--- src/rtl/alu_acc_stage.sv ---
// alu_acc_stage: downstream stage of the ALU. add/mul results pass through;
// mad results are summed into a signed accumulator and the chain total is
// emitted on the last beat. Results leave through a 2-entry FIFO.
module alu_acc_stage #(
  parameter int OUT_W = 64,
  parameter int OP_W  = 3,
  parameter int TAG_W = 4,
  parameter logic [OP_W-1:0] OP_ADD = 3'b000,
  parameter logic [OP_W-1:0] OP_MUL = 3'b001,
  parameter logic [OP_W-1:0] OP_MAD = 3'b010
) (
  input  logic             clk,
  input  logic             rst_n,
  input  logic             in_valid,
  output logic             in_ready,
  input  logic [OP_W-1:0]  in_op,
  input  logic [OUT_W-1:0] in_data,
  input  logic [TAG_W-1:0] in_tag,
  input  logic             in_last,
  input  logic             acc_clr,
  output logic             out_valid,
  input  logic             out_ready,
  output logic [OUT_W-1:0] out_data,
  output logic [TAG_W-1:0] out_tag,
  output logic             out_ovf,
  output logic             busy,
  output logic [7:0]       drop_cnt
);

  localparam int MSB = OUT_W - 1;

  typedef enum logic {IDLE = 1'b0, ACCUM = 1'b1} state_t;

  typedef struct packed {
    logic [OUT_W-1:0] data;
    logic [TAG_W-1:0] tag;
    logic             ovf;
  } ent_t;

  state_t           state, state_nxt;
  logic [OUT_W-1:0] acc, acc_nxt;
  logic             ovf_sticky, ovf_sticky_nxt;

  ent_t             mem [2];
  logic             rd_ptr, wr_ptr;
  logic [1:0]       count;

  logic             fire, pop, push;
  logic             is_pass, is_mad;
  logic [OUT_W-1:0] acc_base, sum;
  logic             ovf_base, ovf_now;
  ent_t             push_ent;

  // Ready only looks at occupancy, so there is no combinational path from out_ready.
  assign in_ready  = (count < 2'd2);
  assign fire      = in_valid & in_ready;
  assign out_valid = (count != 2'd0);
  assign pop       = out_valid & out_ready;

  assign is_pass = (in_op == OP_ADD) || (in_op == OP_MUL);
  assign is_mad  = (in_op == OP_MAD);

  // acc_clr takes effect before a same-cycle mad beat, so the beat sees a zero base.
  assign acc_base = acc_clr ? '0 : acc;
  assign ovf_base = acc_clr ? 1'b0 : ovf_sticky;
  assign sum      = acc_base + in_data;
  assign ovf_now  = (acc_base[MSB] == in_data[MSB]) & (sum[MSB] != acc_base[MSB]);

  assign push = fire & (is_pass | (is_mad & in_last));

  assign out_data = mem[rd_ptr].data;
  assign out_tag  = mem[rd_ptr].tag;
  assign out_ovf  = mem[rd_ptr].ovf;
  assign busy     = (state == ACCUM);

  // Select what enters the FIFO: pass-through result or the finished chain total.
  always_comb begin
    push_ent = '0;
    if (is_mad) begin
      push_ent.data = sum;
      push_ent.tag  = in_tag;
      push_ent.ovf  = ovf_base | ovf_now;
    end else begin
      push_ent.data = in_data;
      push_ent.tag  = in_tag;
      push_ent.ovf  = 1'b0;
    end
  end

  // Chain FSM and accumulator next-state; add/mul/illegal beats leave them alone.
  always_comb begin
    state_nxt      = state;
    acc_nxt        = acc;
    ovf_sticky_nxt = ovf_sticky;
    if (acc_clr) begin
      state_nxt      = IDLE;
      acc_nxt        = '0;
      ovf_sticky_nxt = 1'b0;
    end
    if (fire && is_mad) begin
      if (in_last) begin
        state_nxt      = IDLE;
        acc_nxt        = '0;
        ovf_sticky_nxt = 1'b0;
      end else begin
        state_nxt      = ACCUM;
        acc_nxt        = sum;
        ovf_sticky_nxt = ovf_base | ovf_now;
      end
    end
  end

  // State, accumulator and sticky overflow registers.
  always_ff @(posedge clk or negedge rst_n) begin
    if (!rst_n) begin
      state      <= IDLE;
      acc        <= '0;
      ovf_sticky <= 1'b0;
    end else begin
      state      <= state_nxt;
      acc        <= acc_nxt;
      ovf_sticky <= ovf_sticky_nxt;
    end
  end

  // Saturating count of beats consumed with an unknown op code.
  always_ff @(posedge clk or negedge rst_n) begin
    if (!rst_n)
      drop_cnt <= 8'd0;
    else if (fire && !is_pass && !is_mad && drop_cnt != 8'hFF)
      drop_cnt <= drop_cnt + 8'd1;
  end

  // Two-entry FIFO; a push never coincides with a full FIFO because fire needs in_ready.
  always_ff @(posedge clk or negedge rst_n) begin
    if (!rst_n) begin
      for (int i = 0; i < 2; i++) mem[i] <= '0;
      rd_ptr <= 1'b0;
      wr_ptr <= 1'b0;
      count  <= 2'd0;
    end else begin
      if (push) begin
        mem[wr_ptr] <= push_ent;
        wr_ptr      <= ~wr_ptr;
      end
      if (pop) rd_ptr <= ~rd_ptr;
      count <= count + {1'b0, push} - {1'b0, pop};
    end
  end

endmodule

--- config.mk ---
export PLATFORM = sky130hd
export DESIGN_NAME = alu_acc_stage
export DESIGN_NICKNAME = d
export VERILOG_FILES = /design/src/rtl/alu_acc_stage.sv
export SDC_FILE = /design/constraint.sdc
export NUM_CORES = 1
export LEC_CHECK = 0
export CORE_MARGIN = 1
export CORE_UTILIZATION = 55
export DETAILED_ROUTE_END_ITERATION = 6
export GPL_ROUTABILITY_DRIVEN = 0
export PLACE_DENSITY = 0.78
export SYNTH_ARGS = -nofsm -noshare
export SYNTH_HDL_FRONTEND = slang
export SYNTH_SLANG_ARGS = --single-unit
--- constraint.sdc ---
create_clock -name clk -period 8.1 [get_ports clk]
set_input_delay 1.215 -clock clk [delete_from_list [all_inputs] [get_ports clk]]
set_output_delay 1.215 -clock clk [all_outputs]
set_load 0.03 [all_outputs]
Yosys cells after proc, flatten, opt, wreduce, memory -nomap -nowiden
Cells that the tools add are included.
{ "classes": {"addsub": 4, "n_lt_le_gt_ge": 4, "n_eq_ne": 5, "mux": 16, "bitwise_logic": 11, "reduce_logical": 11} }
{ "ops": {"columns": ["operator", "n"], "rows": [
  ["two-way mux 69 bit", 5],
  ["two-way mux 64 bit", 3],
  ["bitwise mux 138 bit", 1],
  ["demux 69 bit (select 1 bit)", 1],
  ["adder 64 bit", 1],
  ["adder 8 x 1 -> 8 bit (second input constant)", 1],
  ["!= test 8 bit (second input constant)", 1],
  ["two-way mux 1 bit", 6],
  ["AND 1 bit", 5],
  ["logical AND 1 bit", 5],
  ["greater-or-equal comparator 2 bit (second input constant)", 2],
  ["NOT 1 -> 2 bit", 2],
  ["nonzero test 2 bit", 2],
  ["equality test 3 x 1 -> 1 bit (second input constant)", 1],
  ["equality test 3 x 2 -> 1 bit (second input constant)", 1],
  ["logical NOT 3 bit", 1],
  ["adder 2 x 1 -> 2 bit", 1],
  ["logical NOT 1 bit", 2],
  ["< comparator 2 x 1 -> 1 bit (second input constant)", 1],
  ["< comparator 2 bit (second input constant)", 1],
  ["NOT 1 bit", 2],
  ["bitwise OR 1 bit", 2],
  ["subtractor 2 x 1 -> 2 bit", 1],
  ["equality test 1 bit", 1],
  ["other kinds (2)", 2]
]} }
{ "totals": {"regBits": 216, "input_bits": 77, "out_inout_bits": 80, "word_cells": 64} }

Depth between registers and ports, before layout
{ "logic_depth": {"ltp_word": 7, "depth_mapped": 15, "depth_no_buf": 13} }

Worst setup path after synthesis
Ideal clock, no wire load.
{ "synth_timing": {"kind": "input to register", "start": "input acc_clr", "end": "register mem[0] (netlist bit)", "setup_ns": 0.092, "arrival_time_ns": 4.454, "required_time_ns": 8.008, "setup_slack_ns": 3.554, "cell_stages": 14, "path_buffers": 2, "cell_sequence": "clkbuf_1 > clkbuf_1 > nor2b_1 > ha_1 > nand2_1 > o311a_1 > or3_1 > nand4_1 > a31o_4 > a31oi_4 > o311ai_4 > nand2_4 > o32a_2 > o31ai_2"} }
{ "synth_via": {"elab_chain_len": 7, "elab_cells_between_ends": 9, "cone_classes": "add/sub (1); eq/ne (2); mux (4); bitwise (2)"} }
{ "synth_lines": {"columns": ["element", "line_no", "source"], "rows": [
  ["start: declaration", "20", "input logic acc_clr,"],
  ["two-way mux 64 bit", null, null],
  ["adder 64 bit", "66", "assign sum = acc_base + in_data;"],
  ["!= test 1 bit", "67", "assign ovf_now = (acc_base[MSB] == in_data[MSB]) & (sum[MSB] != acc_base[MSB]);"],
  ["AND 1 bit", "67", null],
  ["bitwise OR 1 bit (*)", "82", "push_ent.ovf = ovf_base | ovf_now;"],
  ["two-way mux 69 bit (*)", "79", "if (is_mad) begin"],
  ["bitwise mux 138 bit (*)", "143", "mem[wr_ptr] <= push_ent;"],
  ["end signal: indexed assignment", "143", null],
  ["end: declaration", "44", "ent_t mem [2];"]
]} }
Mark *: on every way between the ends. The rest lies on a longest branch, timed or not.
A chain may end at the register's enable or synchronous reset.

Final worst setup path
{ "layout_timing": {"start": "input acc_clr", "end": "register acc[56]"} }
{ "layout_via": {"elab_chain_len": 4} }
{ "layout_lines": {"columns": ["element", "line_no", "source"], "rows": [
  ["two-way mux 64 bit (*)", null, null],
  ["adder 64 bit", "66", null],
  ["two-way mux 64 bit", "101", "if (in_last) begin"],
  ["two-way mux 64 bit (*)", "100", "if (fire && is_mad) begin"],
  ["named net acc_nxt[56]", "41", "logic [OUT_W-1:0] acc, acc_nxt;"],
  ["end signal: assignment", "121", "acc <= acc_nxt;"],
  ["end: declaration", "41", null]
]} }
The timed path passes the listed nets; every way through them passes the cells marked *.

==> results.cfg <==
[run_status]
outcome = finished clean

[synth]
seq_area_frac_synth = 0.382
synth_nets = 1777
synth_ff_type = dfrtp_1
yosys.area.top_type = dfrtp_1
ys_ff_latch = 216
synth_enable_flop_cells = 0
synthMuxAreaShare = 0.0586
yosysWarnings = 0
syn_area_per_cell_um2 = 8.66
synth-compound-area-share = 0.235
synth-simple-area-share = 0.187
synthesis.area_mm2 = 0.0141
synthArstFlopShare = 1.00
synth_cells = 1633
synth_fa_ha_area_frac = 0.0598
yosysUniqueCellTypes = 76
synthTopCellsByArea = dfrtp_1 38%, nand2_1 6.6%, ha_1 5.8%, mux2_2 5.6%, o21ai_0 5.4%
synthXorXnorAreaFrac = 0.0378
synth_top_family_by_area = compound AO/OA/AOI/OAI gates
synth_top_area_share = 0.382

[cells_and_area]
antennaDiodeCount = 0
drive_gt1_frac = 0.0920
fin_nets = 1854
areaGrowthSynthToFinish_pct = 17.2

[hold_path]
hp-class = reg2reg
min_path_cells = 2
min_from = mem[11]

[detailed_routing]
via_per_inst = 6.10
vias = 12556
drt_iter0_drc = 1014
drc = 0
avgRoutedWirePerCell_um = 17.9
firstDrtPassIters = 5
ant_nets = 0
wirelength_um = 36900

[timing]
rsz0062_at_grt = false
fin_skew_ns = 0.00976
maxSlewViolCount = 0
finalSetupViolations = 0
hold_viol = 0
period_share = 0.601
setup_tns_ns = 0
slew_headroom = 0.222
worst_slew_pin_slew_ns = 1.17
max_freq_ghz = 0.205
period_minus_slack_ns = 4.87

[grt]
grt_pass1_vias = 12333
antenna_found_initial = 1
grt.total_usage = 0.283
grt_max_degree = 91
grt_pass1_wl_um = 61400
grt_overflow = 0

[floorplan]
chipHeight_um = 162
die_width_um = 162
rows = 58
ios = 157
core_area_mm2 = 0.0252
start_util = 0.561
die-area_mm2 = 0.0264

[setup_path]
start_kind = primary input
reg2reg_from = acc[0]
cp.arrival_ns = 5.29
cp-startpoint = acc_clr
required_ns = 8.52
ff2ff_path_depth = 13
cp_max_fo = 38
crit_path_end_kind = flip-flop
critical_path_class = in2reg

[clock_network]
postCtsSetupRepairBufs = 0
h-tree-depth = 1
cts_root_buffer = clkbuf_16
ctsResizeCount = 0
cts-buffers-inserted = 25
postCtsHoldBufs = 0
clockBufferDepth = 3
clock_latency_ns = 0.53
clock-sinks = 216
cts_tree = yes
clkTransAtPathRegs_ns = 0.06

[power]
ir_worst_vdd_uv = 220
powerDensity_mw_per_mm2 = 290
p_total_mw = 4.80
leakage_nw = 7.56

[flow_run]
drv_cap = 0

[place]
hpwl_um = 25700
io_buffer_count = 156
[state kept, by name, indices dropped and copies added, names as in the netlist]
register / flops
ovf_sticky: 1
rd_ptr: 1
wr_ptr: 1
busy: 1
drop_cnt: 8
acc: 64
mem: 138
count: 2
[cells in the mapped netlist (7+ instances only)]
library cell,count
o2bb2ai_1,48
nand4_1,29
or3_1,10
o21ai_0,153
mux2_2,70
nor4_1,8
a21boi_0,7
nand2_1,247
clkbuf_1,100
nand2b_1,7
xnor2_1,37
buf_2,14
o31ai_1,11
o21bai_1,13
and3_1,18
nor2_1,81
dfrtp_1,216
and2_1,8
a21o_1,46
a21oi_1,135
ha_1,66
nand3_1,36
o41ai_1,8
o21a_1,20
inv_1,24
xor2_1,24
nor3_1,26
a31oi_1,11
nor2b_1,66
[cells by family (layout without fill, tap and decap cells)]
kind of cell    Yosys count  count (layout)
simple gates            561             561
compound gates          512             512
buf+inv                 142             238
fa+ha+maj                67              67
xor+xnor                 61              61
flops                   216             216
mux                      74              74
[final timing paths]
check | slack (ns) | end
max | 3.23 | acc[56]
min | 0.47 | mem[11]
max reg2reg | 4.18 | acc[56]
min reg2reg | 0.47 | mem[11]
max in group asynchronous | 5.94 | acc[15]
min in group asynchronous | 0.68 | mem[73]
[per-stage QoR]
stage	hold WS [ns]	std cells	area, µm²	setup slack [ns]	util
floorplan	0.440	1633	14100	3.55	-
global placement	0.453	2013	15800	2.95	0.626
detailed placement	0.461	2013	15800	2.81	0.626
CTS	0.475	2059	16600	3.37	0.658
global route	0.498	2059	16600	2.91	0.658
finish	0.471	2059	16600	3.23	0.658
[worst max-delay path, stage by stage]
cell      delay [ns]
buf_2           0.59
nor2b_1         0.16
ha_1            0.27
fa_1            0.43
a211oi_1        0.30
nor3_1          0.15
nor2_1          0.21
o21bai_1        0.18
a31oi_1         0.45
nor4_1          0.14
o21ai_0         0.42
a211oi_1        0.25
o21a_1          0.23
o41ai_1         0.28
[layer usage]
layer  routed length [µm]  vias to the layer above  track usage
met3                 2080                       84       0.0359
met5                   15                        -            0
met2                17800                      419        0.479
met4                 1040                        2       0.0901
li1                     -                     6029            -
met1                16000                     6022        0.376
[report_power, final]
part | switching (mW) | internal (mW)
clock | 0.475 | 0.630
combinational | 1.17 | 0.908
sequential | 0.184 | 1.44
total | 1.83 | 2.98
[placed cells by master (no fill, tap or decap), drive strengths merged, types with 20 or more instances in the layout]
cell type / n
o21a: 20
xor2: 24
xnor2: 37
o2bb2ai: 48
nor3: 26
o21ai: 155
mux2: 70
nor2b: 66
ha: 66
nand3: 37
nand4: 29
inv: 26
dfrtp: 216
a21o: 47
clkbuf: 31
clkdlybuf4s50: 154
a21oi: 135
nand2: 248
nor2: 82
[area by class of cell]
type,count,area [µm²]
Tap cell,330,413
Clock inverter,16,128
Inverter,24,90.1
Clock buffer,30,674
Multi-Input combinational cell,1275,8210
Fill cell,2049,8610
Sequential cell,216,5410
Timing Repair Buffer,168,1650
No activity file was read; power rests on OpenSTA's default activity.
